### config.mk
export PLATFORM = sky130hd
export DESIGN_NAME = dht_poll_scheduler
export DESIGN_NICKNAME = d
export VERILOG_FILES = /design/src/rtl/dht_pkg.sv /design/src/rtl/dht_checksum.sv /design/src/rtl/dht_poll_scheduler.sv
export SDC_FILE = /design/constraint.sdc
export NUM_CORES = 1
export LEC_CHECK = 0
export CORE_ASPECT_RATIO = 0.75
export CORE_UTILIZATION = 30
export CTS_CLUSTER_SIZE = 24
export DETAILED_ROUTE_END_ITERATION = 10
export MAX_ROUTING_LAYER = met4
export PLACE_DENSITY = 0.54
export SYNTH_ARGS = -nofsm -noshare
export SYNTH_HDL_FRONTEND = slang
export SYNTH_SLANG_ARGS = --single-unit
export TNS_END_PERCENT = 100
### constraint.sdc
create_clock -name clk -period 9.6 [get_ports clk]
set_input_delay 1.92 -clock clk [delete_from_list [all_inputs] [get_ports clk]]
set_output_delay 1.92 -clock clk [all_outputs]
set_load 0.02 [all_outputs]
### src/rtl/dht_pkg.sv
// Shared types and helpers for the DHT poll scheduler.
package dht_pkg;

   typedef enum logic [2:0] {
      IDLE,
      START,
      BUSY,
      CHECK,
      FAIL,
      GAP
   } state_t;

   // Byte positions inside the 40-bit DHT frame
   localparam int unsigned HUMI_INT_LSB = 32;
   localparam int unsigned HUMI_DEC_LSB = 24;
   localparam int unsigned TEMP_INT_LSB = 16;
   localparam int unsigned TEMP_DEC_LSB = 8;
   localparam int unsigned CSUM_LSB     = 0;

   // 8-bit wrapping sum of the four payload bytes
   function automatic logic [7:0] frame_sum(input logic [39:0] frame);
      logic [7:0] sum;
      sum = frame[HUMI_INT_LSB +: 8] + frame[HUMI_DEC_LSB +: 8]
          + frame[TEMP_INT_LSB +: 8] + frame[TEMP_DEC_LSB +: 8];
      return sum;
   endfunction

endpackage

### src/rtl/dht_checksum.sv
// Splits a DHT frame into its payload bytes and flags a matching checksum.
module dht_checksum
   import dht_pkg::*;
(
   input  logic [39:0] frame,
   output logic        ok,
   output logic [7:0]  humi_int,
   output logic [7:0]  humi_dec,
   output logic [7:0]  temp_int,
   output logic [7:0]  temp_dec
);

   assign humi_int = frame[HUMI_INT_LSB +: 8];
   assign humi_dec = frame[HUMI_DEC_LSB +: 8];
   assign temp_int = frame[TEMP_INT_LSB +: 8];
   assign temp_dec = frame[TEMP_DEC_LSB +: 8];
   assign ok       = (frame_sum(frame) == frame[CSUM_LSB +: 8]);

endmodule

### src/rtl/dht_poll_scheduler.sv
// Periodic / on-demand read scheduler for a DHT single-wire controller:
// launches reads, supervises them, validates checksums, retries failures
// after a guard gap and publishes the last good measurement.
module dht_poll_scheduler
   import dht_pkg::*;
#(
   parameter int unsigned DHT_OUT         = 40,
   parameter int unsigned POLL_MS         = 11000,
   parameter int unsigned RETRY_GAP_MS    = 1100,
   parameter int unsigned BUSY_TIMEOUT_MS = 50,
   parameter int unsigned MAX_RETRY       = 3
) (
   input  logic               clk,
   input  logic               rst,
   input  logic               tick_1ms,
   input  logic               i_enable,
   input  logic               i_force,
   output logic               dht_start,
   input  logic [DHT_OUT-1:0] dht_data,
   input  logic               dht_done,
   input  logic               dht_tout,
   output logic [7:0]         o_humi_int,
   output logic [7:0]         o_humi_dec,
   output logic [7:0]         o_temp_int,
   output logic [7:0]         o_temp_dec,
   output logic               o_valid,
   output logic               o_update,
   output logic               o_err,
   output logic [7:0]         o_fail_cnt,
   output logic               o_busy
);

   localparam int unsigned PW = (POLL_MS > 1)         ? $clog2(POLL_MS)         : 1;
   localparam int unsigned TW = (BUSY_TIMEOUT_MS > 1) ? $clog2(BUSY_TIMEOUT_MS) : 1;
   localparam int unsigned GW = (RETRY_GAP_MS > 1)    ? $clog2(RETRY_GAP_MS)    : 1;
   localparam int unsigned RW = (MAX_RETRY > 0)       ? $clog2(MAX_RETRY + 1)   : 1;

   localparam logic [PW-1:0] POLL_LAST = PW'(POLL_MS - 1);
   localparam logic [TW-1:0] TMO_LAST  = TW'(BUSY_TIMEOUT_MS - 1);
   localparam logic [GW-1:0] GAP_LAST  = GW'(RETRY_GAP_MS - 1);
   localparam logic [RW-1:0] RETRY_MAX = RW'(MAX_RETRY);

   state_t        state, state_next;
   logic [PW-1:0] poll_cnt;
   logic [TW-1:0] tmo_cnt;
   logic [GW-1:0] gap_cnt;
   logic [RW-1:0] retry_cnt;
   logic          force_pend;
   logic          first_pend;
   logic          enter_start;

   logic          chk_ok;
   logic [7:0]    chk_humi_int, chk_humi_dec, chk_temp_int, chk_temp_dec;

   dht_checksum u_checksum (
      .frame    (dht_data[39:0]),
      .ok       (chk_ok),
      .humi_int (chk_humi_int),
      .humi_dec (chk_humi_dec),
      .temp_int (chk_temp_int),
      .temp_dec (chk_temp_dec)
   );

   assign dht_start = (state == START);
   assign o_busy    = (state != IDLE);

   // State register
   always_ff @(posedge clk) begin
      if (rst) state <= IDLE;
      else     state <= state_next;
   end

   // Next-state decode; done beats controller timeout beats hang timer
   always_comb begin
      state_next = state;
      unique case (state)
         IDLE:  if (i_enable && (first_pend || force_pend || poll_cnt == POLL_LAST))
                   state_next = START;
         START: state_next = BUSY;
         BUSY: begin
            if (dht_done)                            state_next = CHECK;
            else if (dht_tout)                       state_next = FAIL;
            else if (tick_1ms && tmo_cnt == TMO_LAST) state_next = FAIL;
         end
         CHECK: state_next = chk_ok ? IDLE : FAIL;
         FAIL:  state_next = (retry_cnt == RETRY_MAX) ? IDLE : GAP;
         GAP: begin
            if (!i_enable)                            state_next = IDLE;
            else if (tick_1ms && gap_cnt == GAP_LAST) state_next = START;
         end
         default: state_next = IDLE;
      endcase
      enter_start = (state_next == START) && (state != START);
   end

   // Counters, pending flags and published results
   always_ff @(posedge clk) begin
      if (rst) begin
         poll_cnt   <= '0;
         tmo_cnt    <= '0;
         gap_cnt    <= '0;
         retry_cnt  <= '0;
         force_pend <= 1'b0;
         first_pend <= 1'b1;
         o_humi_int <= '0;
         o_humi_dec <= '0;
         o_temp_int <= '0;
         o_temp_dec <= '0;
         o_valid    <= 1'b0;
         o_update   <= 1'b0;
         o_err      <= 1'b0;
         o_fail_cnt <= '0;
      end else begin
         o_update <= 1'b0;

         // Only first-attempt launches restart the poll period
         if (enter_start && retry_cnt == '0)
            poll_cnt <= '0;
         else if (tick_1ms && poll_cnt != POLL_LAST)
            poll_cnt <= poll_cnt + 1'b1;

         if (enter_start)  force_pend <= 1'b0;
         else if (i_force) force_pend <= 1'b1;

         if (enter_start) first_pend <= 1'b0;

         unique case (state)
            START: tmo_cnt <= '0;
            BUSY:  if (tick_1ms) tmo_cnt <= tmo_cnt + 1'b1;
            CHECK: begin
               if (chk_ok) begin
                  o_humi_int <= chk_humi_int;
                  o_humi_dec <= chk_humi_dec;
                  o_temp_int <= chk_temp_int;
                  o_temp_dec <= chk_temp_dec;
                  o_valid    <= 1'b1;
                  o_update   <= 1'b1;
                  o_err      <= 1'b0;
                  retry_cnt  <= '0;
               end
            end
            FAIL: begin
               if (o_fail_cnt != 8'hFF) o_fail_cnt <= o_fail_cnt + 1'b1;
               if (retry_cnt == RETRY_MAX) begin
                  o_err     <= 1'b1;
                  retry_cnt <= '0;
               end else begin
                  retry_cnt <= retry_cnt + 1'b1;
                  gap_cnt   <= '0;
               end
            end
            GAP: begin
               if (!i_enable)     retry_cnt <= '0;
               else if (tick_1ms) gap_cnt   <= gap_cnt + 1'b1;
            end
            default: ;
         endcase
      end
   end

endmodule

* After elaboration in Yosys (flattened, before gate mapping) *
Index checks and enable logic that the tools add are counted.

word-level totals
  register bits = 81
  output and inout bits = 45
  word-level logic and storage cells = 92

cells by class
  multiplexer cells = 23
  add/subtract/negate cells = 8
  reductions and logical operators = 24
  equal/unequal tests = 21
  bitwise gates (word level) = 1

operator list
  operator                                        number
  2-to-1 mux 11 bit                               3
  adder 8 bit                                     3
  2-to-1 mux 3 bit                                8
  case mux 11 bit (2 select lines)                1
  case mux 3 bit (6 select lines)                 1
  adder 14 x 1 -> 14 bit (second input constant)  1
  == test 14 bit (second input constant)          1
  inequality test 14 bit (second input constant)  1
  inequality test 2 bit (second input constant)   7
  case mux 6 bit (2 select lines)                 1
  adder 11 x 1 -> 11 bit (second input constant)  1
  == test 11 bit (second input constant)          1
  adder 8 x 1 -> 8 bit (second input constant)    1
  == test 8 bit                                   1
  inequality test 8 bit (second input constant)   1
  adder 6 x 1 -> 6 bit (second input constant)    1
  == test 3 x 1 -> 1 bit (second input constant)  2
  == test 3 x 2 -> 1 bit (second input constant)  2
  == test 3 bit (second input constant)           2
  == test 6 bit (second input constant)           1
  logical AND 1 bit                               6
  2-to-1 mux 2 bit                                3
  2-to-1 mux 6 bit                                1
  case mux 2 bit (3 select lines)                 1
  15 further kinds                                26

* Longest topological paths before layout *
  word-level depth = 10
  depth in mapped cells = 13

* Hierarchy *
A second synthesis with hierarchy kept.

unflattened totals
  cell total of the unflattened synthesis = 518
  area, all modules = 4516.8 um^2

by module, submodules not included
  module              cells an instance  times used  area each (um^2)  seq. area each (um^2)
  dht_poll_scheduler  421                1           3619.7            1621.6
  dht_checksum        97                 1           897.1             0.0

* Worst setup path before layout *
No wires, ideal clock.

  kind = input to register
  start = input port dht_data[9]
  end = register o_temp_dec[2]
  setup time = 132 ps
  stages = 12
  buffers on the path = 1
  path slack = 4576 ps
  data required time = 9468 ps
  arrival = 4891 ps
  cells stage by stage = fa_1 inv_1 fa_1 inv_1 ha_1 fa_1 xor2_1 nor4_2 o2111ai_4 buf_6 o31ai_2 a21oi_1

on the way
  word-level cells in the longest chain between the ends = 3

RTL lines
  item                           line                       text
  start, declared                dht_poll_scheduler.sv:19   input logic [DHT_OUT-1:0] dht_data,
  adder 8 bit                    dht_pkg.sv:24              + frame[TEMP_INT_LSB +: 8] + frame[TEMP_DEC_LSB +: 8];
  == test 8 bit                  dht_checksum.sv:17         assign ok = (frame_sum(frame) == frame[CSUM_LSB +: 8]);
  AND reduction 2 bit (no line)  -
  end signal, assigned           dht_poll_scheduler.sv:135  o_temp_dec <= chk_temp_dec;
  end, declared                  dht_poll_scheduler.sv:25   output logic [7:0] o_temp_dec,

Every way passes these cells.
A chain may end at the register's enable or synchronous reset.

* Final worst setup path *
  start = input port dht_data[9]
  end = register o_temp_int[4]

on the way
  word-level cells in the longest chain between the ends = 3

RTL lines
  item                           line                       text
  adder 8 bit                    dht_pkg.sv:24
  == test 8 bit                  dht_checksum.sv:17
  AND reduction 2 bit (no line)  -
  end signal, assigned           dht_poll_scheduler.sv:134  o_temp_int <= chk_temp_int;
  end, declared                  dht_poll_scheduler.sv:24   output logic [7:0] o_temp_int,

Every way passes these cells.

==> flow_results.xml <==
<?xml version="1.0" encoding="UTF-8"?>
<metrics>
  <group name="clock_tree">
    <metric name="cts.path.max_buffers" unit="">2</metric>
    <metric name="postCtsSetupRepairBufs" unit="">0</metric>
    <metric name="clock-root-buffer" unit="">sky130_fd_sc_hd__clkbuf_16</metric>
    <metric name="cts_max_level" unit="">3</metric>
    <metric name="cts-buffers-inserted" unit="">9</metric>
    <metric name="tritoncts_clock_tree" unit="">done</metric>
    <metric name="clock_latency" unit="ns">0.34</metric>
    <metric name="postCtsHoldBufs" unit="">0</metric>
    <metric name="cts_num_sinks" unit="">81</metric>
    <metric name="clkTransAtPathRegs" unit="ns">0.06</metric>
    <metric name="post_cts.resized_instances" unit="">0</metric>
  </group>
  <group name="global_route">
    <metric name="maximum_number_of_pins_on_one_net_before_global_route_repair" unit="">54</metric>
    <metric name="number_of_global_route_vias_before_repair" unit="">3846</metric>
    <metric name="number_of_antenna_violations_at_the_first_check_in_global_routing" unit="">0</metric>
    <metric name="grt-ovfl-total" unit="">0</metric>
    <metric name="grt_pass1_wl" unit="mm">19.8</metric>
    <metric name="grt.total_usage" unit="%">16.4</metric>
  </group>
  <group name="setup_path">
    <metric name="critPathMaxStageDelay" unit="ns">0.55</metric>
    <metric name="worst_path_max_delay_cell" unit="">sky130_fd_sc_hd__fa_1</metric>
    <metric name="cp_num_buf_inv" unit="">4</metric>
    <metric name="cp.required" unit="ns">9.80</metric>
    <metric name="worst-endpoint-arrival" unit="ns">6.05</metric>
    <metric name="timing.setup.critical_path_class" unit="">in -&gt; reg</metric>
    <metric name="critical-path-top-delay-family" unit="">adder cells</metric>
    <metric name="critical_path.endpoint_type" unit="">flop</metric>
    <metric name="crit_path_cells" unit="">clkdlybuf4s50_1 &gt; fa_1 &gt; inv_1 &gt; fa_1 &gt; inv_1 &gt; ha_1 &gt; fa_1 &gt; xor2_1 &gt; nor4_2 &gt; o2111ai_4 &gt; buf_4 &gt; o31ai_2 &gt; a21oi_1</metric>
    <metric name="critical_path.startpoint_type" unit="">input pin</metric>
    <metric name="worst_path_fanout_max" unit="">19</metric>
    <metric name="cpMostUsedCell" unit="">sky130_fd_sc_hd__fa_1</metric>
  </group>
  <group name="route">
    <metric name="drt_pass1_iterations" unit="">4</metric>
    <metric name="routed_wire_length_per_instance" unit="microns">15.9</metric>
    <metric name="drt_iter0_drc" unit="">274</metric>
    <metric name="routed-via-count" unit="">3874</metric>
    <metric name="drt.antenna.violating_nets" unit="">0</metric>
    <metric name="drt_drc_violations_left" unit="">0</metric>
    <metric name="wirelength" unit="mm">12.2</metric>
    <metric name="viasPerCell" unit="">5.03</metric>
  </group>
  <group name="power_and_ir_drop">
    <metric name="power.switching" unit="mW">0.379</metric>
    <metric name="switching_share" unit="%">36.7</metric>
    <metric name="power.clock.fraction" unit="%">32.1</metric>
    <metric name="intPower" unit="mW">0.655</metric>
    <metric name="report.power.total" unit="mW">1.03</metric>
    <metric name="share_comb_of_total_power" unit="%">33.5</metric>
    <metric name="ir_worst_vdd" unit="V">0.000135</metric>
    <metric name="seqPwrFrac" unit="%">34.4</metric>
    <metric name="leakage" unit="nW">2.02</metric>
    <metric name="power_per_cell_area" unit="mW/mm^2">174</metric>
  </group>
  <group name="synthesis">
    <metric name="synthesis.nets" unit="">564</metric>
    <metric name="synth_area_leaders" unit="">sky130_fd_sc_hd__dfxtp_1 (35%), sky130_fd_sc_hd__o31ai_2 (8.1%), sky130_fd_sc_hd__fa_1 (6.1%)</metric>
    <metric name="ys_ff_latch" unit="">81</metric>
    <metric name="yosys_warnings" unit="">0</metric>
    <metric name="synth_area_per_cell" unit="sq um">9.43</metric>
    <metric name="mappedNetlistArea" unit="sq mm">0.00461</metric>
    <metric name="synthCells" unit="">489</metric>
    <metric name="edff_count_synth" unit="">0</metric>
    <metric name="netlist.top_cell.by_area" unit="">sky130_fd_sc_hd__dfxtp_1</metric>
    <metric name="synth_seq_area_share" unit="%">35.2</metric>
    <metric name="fraction_of_post_synthesis_cell_area_in_the_top_cell_type_by_area" unit="%">35.2</metric>
    <metric name="netlist-cell-type-count" unit="">57</metric>
    <metric name="ys.flop_type" unit="">sky130_fd_sc_hd__dfxtp_1</metric>
    <metric name="async_flop_share" unit="%">0</metric>
  </group>
  <group name="timing">
    <metric name="finalWorstPathRequiredPeriod" unit="ns">5.85</metric>
    <metric name="worst_slew_margin_rel" unit="%">12.8</metric>
    <metric name="final_min_period_over_clock_period" unit="%">60.9</metric>
    <metric name="finalSetupViolations" unit="">0</metric>
    <metric name="worst_pin_slew" unit="ns">1.31</metric>
    <metric name="hold_viol" unit="">0</metric>
    <metric name="setup-tns-final" unit="ns">0</metric>
    <metric name="final-max-slew-violation-count" unit="">0</metric>
    <metric name="finalWorstSetupSlack" unit="ns">3.75</metric>
    <metric name="grt_setup_unrepaired" unit="">no</metric>
    <metric name="clock_skew" unit="ns">0.00488</metric>
    <metric name="fmaxAchievable" unit="MHz">171</metric>
  </group>
  <group name="floorplan">
    <metric name="start_util" unit="%">31.3</metric>
    <metric name="chipHeight" unit="microns">109</metric>
    <metric name="die_area" unit="sq mm">0.0159</metric>
    <metric name="core.rowCount" unit="">38</metric>
    <metric name="design.portCount" unit="">92</metric>
    <metric name="die_w" unit="microns">145</metric>
    <metric name="placeableCoreArea" unit="sq mm">0.0147</metric>
  </group>
  <group name="layout">
    <metric name="finish.cell_count_without_fillers" unit="">770</metric>
    <metric name="nNetsFinal" unit="">641</metric>
    <metric name="num-fill-cells" unit="">1453</metric>
    <metric name="final_layout_size_suffix_gt1_share" unit="%">11.6</metric>
    <metric name="antenna-diode-count" unit="">0</metric>
    <metric name="area_growth_from_synthesis_to_layout" unit="%">28.8</metric>
  </group>
  <group name="placement">
    <metric name="hpwl" unit="mm">8.92</metric>
    <metric name="io_buffer_count" unit="">91</metric>
    <metric name="dpl_worst_slack" unit="ns">3.41</metric>
    <metric name="dp_cells" unit="">755</metric>
    <metric name="final_weighted_congestion_of_routability_driven_global_placement" unit="">0.817</metric>
  </group>
  <group name="run_status">
    <metric name="status" unit="">completed</metric>
  </group>
  <group name="hold_path">
    <metric name="class_of_the_worst_hold_path" unit="">reg -&gt; reg</metric>
  </group>
  <group name="job">
    <metric name="drv.max_cap_violation_count" unit="">0</metric>
  </group>
</metrics>
==> worst paths after layout <==
check,end,slack (ns),cells past startpoint,start
max,o_temp_int[4],3.75,13,dht_data[9]
min,first_pend,0.45,1,first_pend
min reg2reg,first_pend,0.45,1,first_pend
max reg2reg,o_humi_int[2],7.25,4,state[1]
==> state kept, by name (all words and copies together), names as in the netlist <==
name and cells:
tmo_cnt 6, o_humi_dec 8, o_update 1, o_fail_cnt 8, o_temp_int 8, first_pend 1
force_pend 1, retry_cnt 2, o_temp_dec 8, poll_cnt 14, o_err 1, gap_cnt 11
state 3, o_valid 1, o_humi_int 8
==> cell type report <==
class                           count  area, sq um  area share [%]
Multi-Input combinational cell    357         2770            46.6
Sequential cell                    81         1620            27.3
Timing Repair Buffer               96          943            15.9
Tap cell                          200          250            4.21
Clock buffer                       11          233            3.92
Inverter                           21         78.8            1.33
Clock inverter                      4         45.0           0.758
==> cells in the final DEF (no fill, tap or decap), types with 15 or more instances in the layout <==
master	Yosys	layout
sky130_fd_sc_hd__inv_1	21	21
sky130_fd_sc_hd__nand2_1	16	15
sky130_fd_sc_hd__xnor2_1	19	18
sky130_fd_sc_hd__nand4_1	41	41
sky130_fd_sc_hd__xor2_1	21	21
sky130_fd_sc_hd__dfxtp_1	81	81
sky130_fd_sc_hd__a21oi_1	46	46
sky130_fd_sc_hd__nor2_1	48	48
sky130_fd_sc_hd__clkdlybuf4s50_1	0	90
sky130_fd_sc_hd__o31ai_2	30	30
==> cell usage after synthesis (10+ instances only) <==
cell                       instances
sky130_fd_sc_hd__a21oi_1          46
sky130_fd_sc_hd__nand3_1          13
sky130_fd_sc_hd__inv_1            21
sky130_fd_sc_hd__xnor2_1          19
sky130_fd_sc_hd__o31ai_2          30
sky130_fd_sc_hd__nand2_1          16
sky130_fd_sc_hd__nor3_1           10
sky130_fd_sc_hd__fa_1             14
sky130_fd_sc_hd__clkbuf_1         18
sky130_fd_sc_hd__nand4_1          41
sky130_fd_sc_hd__dfxtp_1          81
sky130_fd_sc_hd__xor2_1           21
sky130_fd_sc_hd__nor2_1           48
sky130_fd_sc_hd__ha_1             14
sky130_fd_sc_hd__o21ai_0          10
==> routing by layer <==
metal  up-vias  track usage [%]  wire length [microns]
met4         0             4.44                    118
li1       1921                -                      -
met5         -                -                      0
met1      1869             21.4                   6140
met2        72             24.9                   5450
met3        12             4.40                    535
==> per-stage QoR <==
step / util, % / hold slack (ns) / cell area, sq um
2_1_floorplan: - / 0.419 / 4610
5_1_grt: 40.3 / 0.482 / 5940
3_3_place_gp: 38.4 / 0.428 / 5660
4_1_cts: 40.3 / 0.458 / 5940
3_5_place_dp: 38.4 / 0.445 / 5660
6_report: 40.3 / 0.452 / 5940
==> cell families (layout without fill, tap and decap cells) <==
group / count (synthesis) / count (layout) / synth area share (%)
compound gates: 115 / 115 / 20.0
xor+xnor: 44 / 44 / 9.28
fa+ha+maj: 28 / 28 / 9.88
buf+inv: 51 / 132 / 5.26
flops: 81 / 81 / 35.2
mux: 3 / 3 / 0.651
simple gates: 167 / 167 / 19.8
==> power by group through the flow <==
stage / Sequential [mW] / Combinational [mW] / Clock [mW]
after floorplan: 0.355 / 0.254 / 0
after global placement: 0.362 / 0.335 / 0
after detailed placement: 0.363 / 0.347 / 0
after CTS: 0.355 / 0.348 / 0.342
after global routing: 0.357 / 0.375 / 0.355
final: 0.355 / 0.347 / 0.332
Power figures use the tool's default switching activity.
